## src/rtl/hpf_pkg.sv

```systemverilog
// rtl/hpf_pkg.sv - shared widths, FSM encoding and saturation helper for the HPF engine
package hpf_pkg;

  localparam int DATA_W   = 16;
  localparam int STATE_W  = 32;
  localparam int MULT_W   = 18;
  localparam int PROD_W   = 36;
  localparam int PROD_LSB = 3;
  localparam int PROD_MSB = 34;

  typedef enum logic [1:0] {
    IDLE   = 2'd0,
    MULT   = 2'd1,
    UPDATE = 2'd2,
    OUT    = 2'd3
  } fsm_state_t;

  // Clamp a 17-bit two's-complement difference into the 16-bit range.
  function automatic logic [DATA_W-1:0] sat16(input logic [DATA_W:0] d);
    if (d[DATA_W] != d[DATA_W-1])
      sat16 = d[DATA_W] ? 16'h8000 : 16'h7FFF;
    else
      sat16 = d[DATA_W-1:0];
  endfunction

endpackage

```

## src/rtl/hpf_state_ram.sv

```systemverilog
// rtl/hpf_state_ram.sv - per-channel filter state register file, sync clear, async read
module hpf_state_ram
  import hpf_pkg::*;
#(
  parameter int NUM_CH = 32,
  parameter int CH_W   = 5
) (
  input  logic               clk,
  input  logic               reset,
  input  logic [CH_W-1:0]    rd_addr,
  output logic [STATE_W-1:0] rd_data,
  input  logic               wr_en,
  input  logic [CH_W-1:0]    wr_addr,
  input  logic [STATE_W-1:0] wr_data
);

  logic [STATE_W-1:0] mem [NUM_CH];

  always_ff @(posedge clk) begin
    if (reset) begin
      for (int i = 0; i < NUM_CH; i++) mem[i] <= '0;
    end else if (wr_en && (int'(wr_addr) < NUM_CH)) begin
      mem[wr_addr] <= wr_data;
    end
  end

  assign rd_data = (int'(rd_addr) < NUM_CH) ? mem[rd_addr] : '0;

endmodule

```

## src/rtl/hpf_mult_sequencer.sv

```systemverilog
// rtl/hpf_mult_sequencer.sv - multi-channel first-order HPF driving a shared pipelined multiplier
// Optional HPF_SATURATE_EN: clamp x - state_hi to 16 bits instead of wrapping.
module hpf_mult_sequencer
  import hpf_pkg::*;
#(
  parameter int NUM_CH       = 32,
  parameter int CH_W         = 5,
  parameter int MULT_LATENCY = 2
) (
  input  logic                clk,
  input  logic                reset,
  input  logic                hpf_en,
  input  logic [DATA_W-1:0]   hpf_coef,
  input  logic                in_valid,
  output logic                in_ready,
  input  logic [CH_W-1:0]     in_channel,
  input  logic [DATA_W-1:0]   in_data,
  output logic [MULT_W-1:0]   mult_a,
  output logic [MULT_W-1:0]   mult_b,
  input  logic [PROD_W-1:0]   mult_p,
  output logic                out_valid,
  input  logic                out_ready,
  output logic [CH_W-1:0]     out_channel,
  output logic [DATA_W-1:0]   out_data
);

  fsm_state_t         state, next_state;
  logic [2:0]         cnt;
  logic [CH_W-1:0]    ch;
  logic [CH_W-1:0]    rd_addr;
  logic [STATE_W-1:0] rd_data;
  logic [STATE_W-1:0] wr_data;
  logic               wr_en;
  logic [DATA_W-1:0]  state_hi;
  logic [DATA_W:0]    diff;
  logic [DATA_W-1:0]  y_filt;
  logic               accept;
  logic               filt;
  logic               unused_prod;

  assign accept   = in_valid && in_ready;
  assign filt     = hpf_en && (int'(in_channel) < NUM_CH);
  assign rd_addr  = (state == IDLE) ? in_channel : ch;
  assign state_hi = rd_data[30:15];
  assign diff     = {in_data[DATA_W-1], in_data} - {state_hi[DATA_W-1], state_hi};

`ifdef HPF_SATURATE_EN
  assign y_filt = sat16(diff);
`else
  assign y_filt = diff[DATA_W-1:0];
`endif

  // Operands are pre-scaled so the product's [34:3] slice equals y*coef exactly.
  assign wr_data     = rd_data + mult_p[PROD_MSB:PROD_LSB];
  assign unused_prod = ^{mult_p[PROD_W-1], mult_p[PROD_LSB-1:0]};

  hpf_state_ram #(.NUM_CH(NUM_CH), .CH_W(CH_W)) u_state_ram (
    .clk     (clk),
    .reset   (reset),
    .rd_addr (rd_addr),
    .rd_data (rd_data),
    .wr_en   (wr_en),
    .wr_addr (ch),
    .wr_data (wr_data)
  );

  always_ff @(posedge clk) begin
    if (reset) state <= IDLE;
    else       state <= next_state;
  end

  always_comb begin
    next_state = state;
    case (state)
      IDLE:    if (accept) next_state = filt ? MULT : OUT;
      MULT:    if (cnt == 3'd1) next_state = UPDATE;
      UPDATE:  next_state = OUT;
      OUT:     if (out_ready) next_state = IDLE;
      default: next_state = IDLE;
    endcase
  end

  always_comb begin
    in_ready  = (state == IDLE) && !reset;
    out_valid = (state == OUT);
    wr_en     = (state == UPDATE);
  end

  always_ff @(posedge clk) begin
    if (reset) begin
      ch       <= '0;
      out_data <= '0;
      mult_a   <= '0;
      mult_b   <= '0;
      cnt      <= '0;
    end else begin
      case (state)
        IDLE: if (accept) begin
          ch       <= in_channel;
          out_data <= filt ? y_filt : in_data;
          cnt      <= 3'(MULT_LATENCY);
          if (filt) begin
            mult_a <= {y_filt, 2'b00};
            mult_b <= {hpf_coef[DATA_W-1], hpf_coef, 1'b0};
          end
        end
        MULT:   cnt <= cnt - 3'd1;
        UPDATE: begin
          mult_a <= '0;
          mult_b <= '0;
        end
        default: ;
      endcase
    end
  end

  assign out_channel = ch;

endmodule

```

## config.mk

```make
export PLATFORM = sky130hd
export DESIGN_NAME = hpf_mult_sequencer
export DESIGN_NICKNAME = d
export VERILOG_FILES = /design/src/rtl/hpf_pkg.sv /design/src/rtl/hpf_state_ram.sv /design/src/rtl/hpf_mult_sequencer.sv
export SDC_FILE = /design/constraint.sdc
export NUM_CORES = 2
export LEC_CHECK = 0
export CORE_ASPECT_RATIO = 0.7
export CORE_MARGIN = 2
export CORE_UTILIZATION = 35
export DETAILED_ROUTE_END_ITERATION = 6
export SLEW_MARGIN = 5
export SYNTH_ARGS = -nofsm -noshare
export SYNTH_HDL_FRONTEND = slang
export SYNTH_HIERARCHICAL = 1
export SYNTH_SLANG_ARGS = --single-unit
```

## constraint.sdc

```tcl
create_clock -name clk -period 5 [get_ports clk]
set_clock_uncertainty 0.05 [all_clocks]
set_input_delay 0.75 -clock clk [delete_from_list [all_inputs] [get_ports clk]]
set_output_delay 0.75 -clock clk [all_outputs]
set_load 0.01 [all_outputs]
```

# ---- Yosys cells after proc, flatten, opt, wreduce, memory -nomap -nowiden
# Memories as Yosys holds them, arrays and structs flattened.
# Cells that the tools add are included.
dict set report op_classes {
  addsub 3
  n_eq_ne 8
  n_mux 23
  n_reduce_logical 11
}
# op n
set op_table {}
lappend op_table {{2-to-1 mux 18 bit} 4}
lappend op_table {{one-hot mux 18 bit (2 select lines)} 2}
lappend op_table {{adder 32 bit} 1}
lappend op_table {{2-to-1 mux 32 bit} 1}
lappend op_table {{OR reduction 32 bit} 1}
lappend op_table {{2-to-1 mux 16 bit} 1}
lappend op_table {{subtractor 16 bit} 1}
lappend op_table {{2-to-1 mux 5 bit} 2}
lappend op_table {{2-to-1 mux 2 bit} 4}
lappend op_table {{one-hot mux 2 bit (4 select lines)} 1}
lappend op_table {{2-to-1 mux 1 bit} 6}
lappend op_table {{!= test 2 bit (second input constant)} 3}
lappend op_table {{one-hot mux 3 bit (2 select lines)} 1}
lappend op_table {{AND reduction 3 bit} 2}
lappend op_table {{equality test 2 bit (second input constant)} 2}
lappend op_table {{AND reduction 2 bit} 2}
lappend op_table {{nonzero test 2 bit} 2}
lappend op_table {{equality test 3 x 1 -> 1 bit (second input constant)} 1}
lappend op_table {{2-to-1 mux 3 bit} 1}
lappend op_table {{subtractor 3 x 1 -> 3 bit (second input constant)} 1}
lappend op_table {{equality test 2 x 1 -> 1 bit (second input constant)} 1}
lappend op_table {{logical AND 1 bit} 2}
lappend op_table {{zero test 2 bit} 1}
lappend op_table {{!= test 2 x 1 -> 1 bit (second input constant)} 1}
lappend op_table {{zero test 1 bit} 1}
dict set report totals {
  register_bits 62
  ram_bits 1024
  out_inout_bits 59
  elab_cells 52
  memories 1
}
# memory depth word_bits rd rd_clocked_by_memory_dff wr line_no
set mem_list {}
lappend mem_list {u_state_ram.mem 32 32 1 0 32 hpf_state_ram.sv:17} ;# logic [STATE_W-1:0] mem [NUM_CH];

# ---- Longest topological paths before layout
# An unclocked memory read counts as a cell.
dict set report depth {
  ltp_word 7
  mapped_depth 23
}

# ---- Cells and area by module
# Netlist, hierarchy kept.
# module n_inst cells_each area_each_um2 seq_area_each_um2
set by_module_without_submodules {}
lappend by_module_without_submodules {hpf_state_ram 1 3482 47563.1 30749.5}
lappend by_module_without_submodules {hpf_mult_sequencer 1 621 4822.1 1161.1}

# ---- Worst setup path before layout
# Ideal clock, no wire load.
dict set report synth_path {
  path_kind {reg2reg}
  from {register state[0]}
  to {memory u_state_ram.mem[0][27], data pin}
  setup_ns 0.131
  t_arrival_ns 4.504
  slack_ns 0.315
  stages_incl_launch_ff 22
  path_buffers 5
  synth_period_minus_slack_ns 4.685
  cell_sequence {dfxtp_1 inv_1 ha_1 clkbuf_1 mux2_2 nor2_1 buf_2 clkbuf_1 buf_2 nand2_1 a31oi_1 nand3_1 ha_1 o21ai_1 o21a_1 or4_4 a31oi_4 nor2_2 o31ai_4 xor2_1 clkbuf_1 and2_1}
}
# item line_no
set synth_lines {}
lappend synth_lines {{start, declared} hpf_mult_sequencer.sv:27} ;# fsm_state_t state, next_state;
lappend synth_lines {{start signal, assigned} hpf_mult_sequencer.sv:69} ;# else state <= next_state;
lappend synth_lines {{end, declared} hpf_state_ram.sv:17}

==> results by group <==
Floorplan
  – I/O pin total: 137
  – Die area: 0.149 mm^2
  – Die H: 323 um
  – Initial core utilization: 0.351
  – Die Width: roughly 460 um
  – Placement Rows: approximately 120
  – CORE AREA: 0.145 mm^2

Routing
  – Final WL: 161,000 um
  – ANT nets after route: 0
  – Post-DR vias/cell: 5.29
  – Total number of vias: 33,700
  – # DRC: 0
  – Routed length per placed instance: 25.3 um
  – TritonRoute pass-1 iters: 6
  – DRT iter0 DRCs: 3,715

Final layout
  – Synth-to-layout area growth: 24.4%
  – Share of layout cells above drive strength 1: 0.231
  – Multi-input gate area: 0.0200 mm^2
  – Reg area: between 0.03 and 0.04 mm^2
  – Final nets: ~4,500
  – Fillers: 13,000

Logic synthesis
  – Synth Area per Inst: 12.7 um^2
  – Mapped Area: 0.0509 mm^2
  – Cells after Synth: 3,994
  – Yosys synthesis warning count: 6

Place
  – Port Buffer Count: 128
  – Final Wtd Congestion: 0.898
  – Post-detail-place hpwl: 95,400 um

Global routing
  – Vias in the first global route: 32,400
  – Total GRT Usage: 0.208
  – First-pass GRT wire length: around 230,000 um
  – Total global routing overflow: 0
  – Initial antenna violation count: 6
  – Largest net degree at the start of global routing: 57

Critical path
  – Register-to-Register Setup Slack: -0.09 ns
  – Critical Path RT: 5.41 ns
  – Arr. time, crit path: 5.49 ns
  – Reg2reg end: u_state_ram/mem[15][30]
  – WS Path Type: register to register
  – Startpoint types: register
  – CP max-delay cell: mux2_8
  – R2r worst-path depth: 25
  – Crit path top cell by count: buf_12
  – End of the critical path: u_state_ram/mem[15][30]
  – Crit. Startpoint: state[1]
  – CP Depth: 25
  – CP peak stage delay: 0.43 ns
  – CP delay by family, top: buffers and inverters
  – Crit end category: register
  – WP buf/inv: 9
  – Crit path max fanout: 8
  – FF-to-FF Start: state[1]

Timing
  – PnR worst setup slack: -0.0877 ns
  – Max Fclk: 197 MHz
  – Slew Viols, Final: 0
  – Final hold viol count: 0
  – RSZ-0062 raised after global routing: yes
  – # setup viols final: 156
  – Tmin final: roughly 5.1 ns
  – Slew HR: 0.139
  – Actual slew at the worst max-slew pin: 1.29 ns
  – Period utilisation layout: 1.02
  – Minimum hold slack: 0.401 ns

Clocking
  – Clock Path Buffers: 3
  – CTS buffer count: slightly above 100
  – H-tree Lvls: 3
  – Clk slew on worst S/H paths: around 0.06 ns
  – CTS tree: yes
  – Sink Count: approximately 1,100
  – CTS root buf: clkbuf_16
  – Clk_lat worst skew: ~0.74 ns

Run status
  – Status: finished with violations
  – Failing checks: setup timing

Min path
  – Min-Delay Path Class: register to register

Job
  – Max-cap viol count: 0
[worst min-delay path, cell delays in order, from the launching register on]
cell and delay [ns]:
dfxtp_1 0.31, nand2_1 0.05, o21ai_1 0.05
[layer usage]
metal  track usage  wire, um  vias up  part of all wire
met1         0.314     74600    17000              0.46
met4        0.0483      3700        2             0.023
li1              -         -    15100                 -
met5             0        20        -           0.00012
met3        0.0390     13300      204             0.082
met2         0.308     69800     1452              0.43
[registers in the layout, summed over array words and instances (netlist names)]
name,cells
state,2
out_data,16
u_state_ram/mem,992
out_channel,5
mult_a,16
cnt,3
mult_b,16
[metrics by stage]
step | worst slack (ns) | TNS, ns | util | cells | area [um^2]
6_report | -0.0877 | -5.98 | 0.437 | 6375 | 63300
5_1_grt | -0.211 | -33.34 | 0.437 | 6371 | 63300
4_1_cts | -0.104 | -9.98 | 0.422 | 6303 | 61100
3_5_place_dp | -1.06 | -474.57 | 0.391 | 6084 | 56700
3_3_place_gp | -1.00 | -444.38 | 0.391 | 6084 | 56700
2_1_floorplan | 0.369 | 0 | - | 3996 | 50900
[worst min-delay path by stage]
stage	startpoint	depth (start not counted)	slack [ns]	to
global route	mult_a[13]	2	0.44	mult_a[13]
floorplan	cnt[1]	2	0.40	cnt[1]
finish	mult_a[13]	2	0.40	mult_a[13]
global placement	mult_a[14]	2	0.39	mult_a[14]
CTS	mult_a[13]	2	0.40	mult_a[13]
detailed placement	mult_a[13]	2	0.40	mult_a[13]
[layout by cell type (no fill, tap or decap), types with 13 or more instances in the layout]
cell and instances:
ha_1 28, o21ai_0 28, nor2_2 22, dfxtp_1 56
buf_6 44, a31oi_2 14, xnor2_2 14, a22oi_1 96
nor2_1 61, and2_4 97, a21oi_1 154, buf_12 61
clkbuf_16 118, buf_8 13, clkinv_2 21, or2_2 34
nand3_1 73, nand3_2 19, and2_1 899, buf_4 355
a22o_1 64, and3_1 20, nor3_1 30, inv_1 24
clkbuf_1 19, edfxtp_1 992, clkdlybuf4s50_1 127, nand2_1 138
a31oi_1 18, ha_4 23, clkinv_1 13, mux2i_1 488
[layout make-up]
type | instances | share of cell area
flip-flops and latches | 1050 | 0.489
clock inverters | 59 | 0.0109
repair buffers | 624 | 0.102
inverters | 30 | 0.00186
clock buffers | 130 | 0.0433
multi-input cells | 2573 | 0.315
diodes | 5 | 0.000198
well taps | 1904 | 0.0376
[timing repair]
| item | CTS | global route |
|---|---|---|
| cloned | 9 | 19 |
| setup endpoints to repair | 562 | 557 |
| buffers inserted | 21 | 54 |
| resized for setup | 124 | 304 |
| pin swaps | 28 | 73 |
| hold buffers | 0 | 0 |
Power is left out: the tool's default activity adds up to more than one toggle a clock period on the data nets, which glitch-free logic cannot reach.
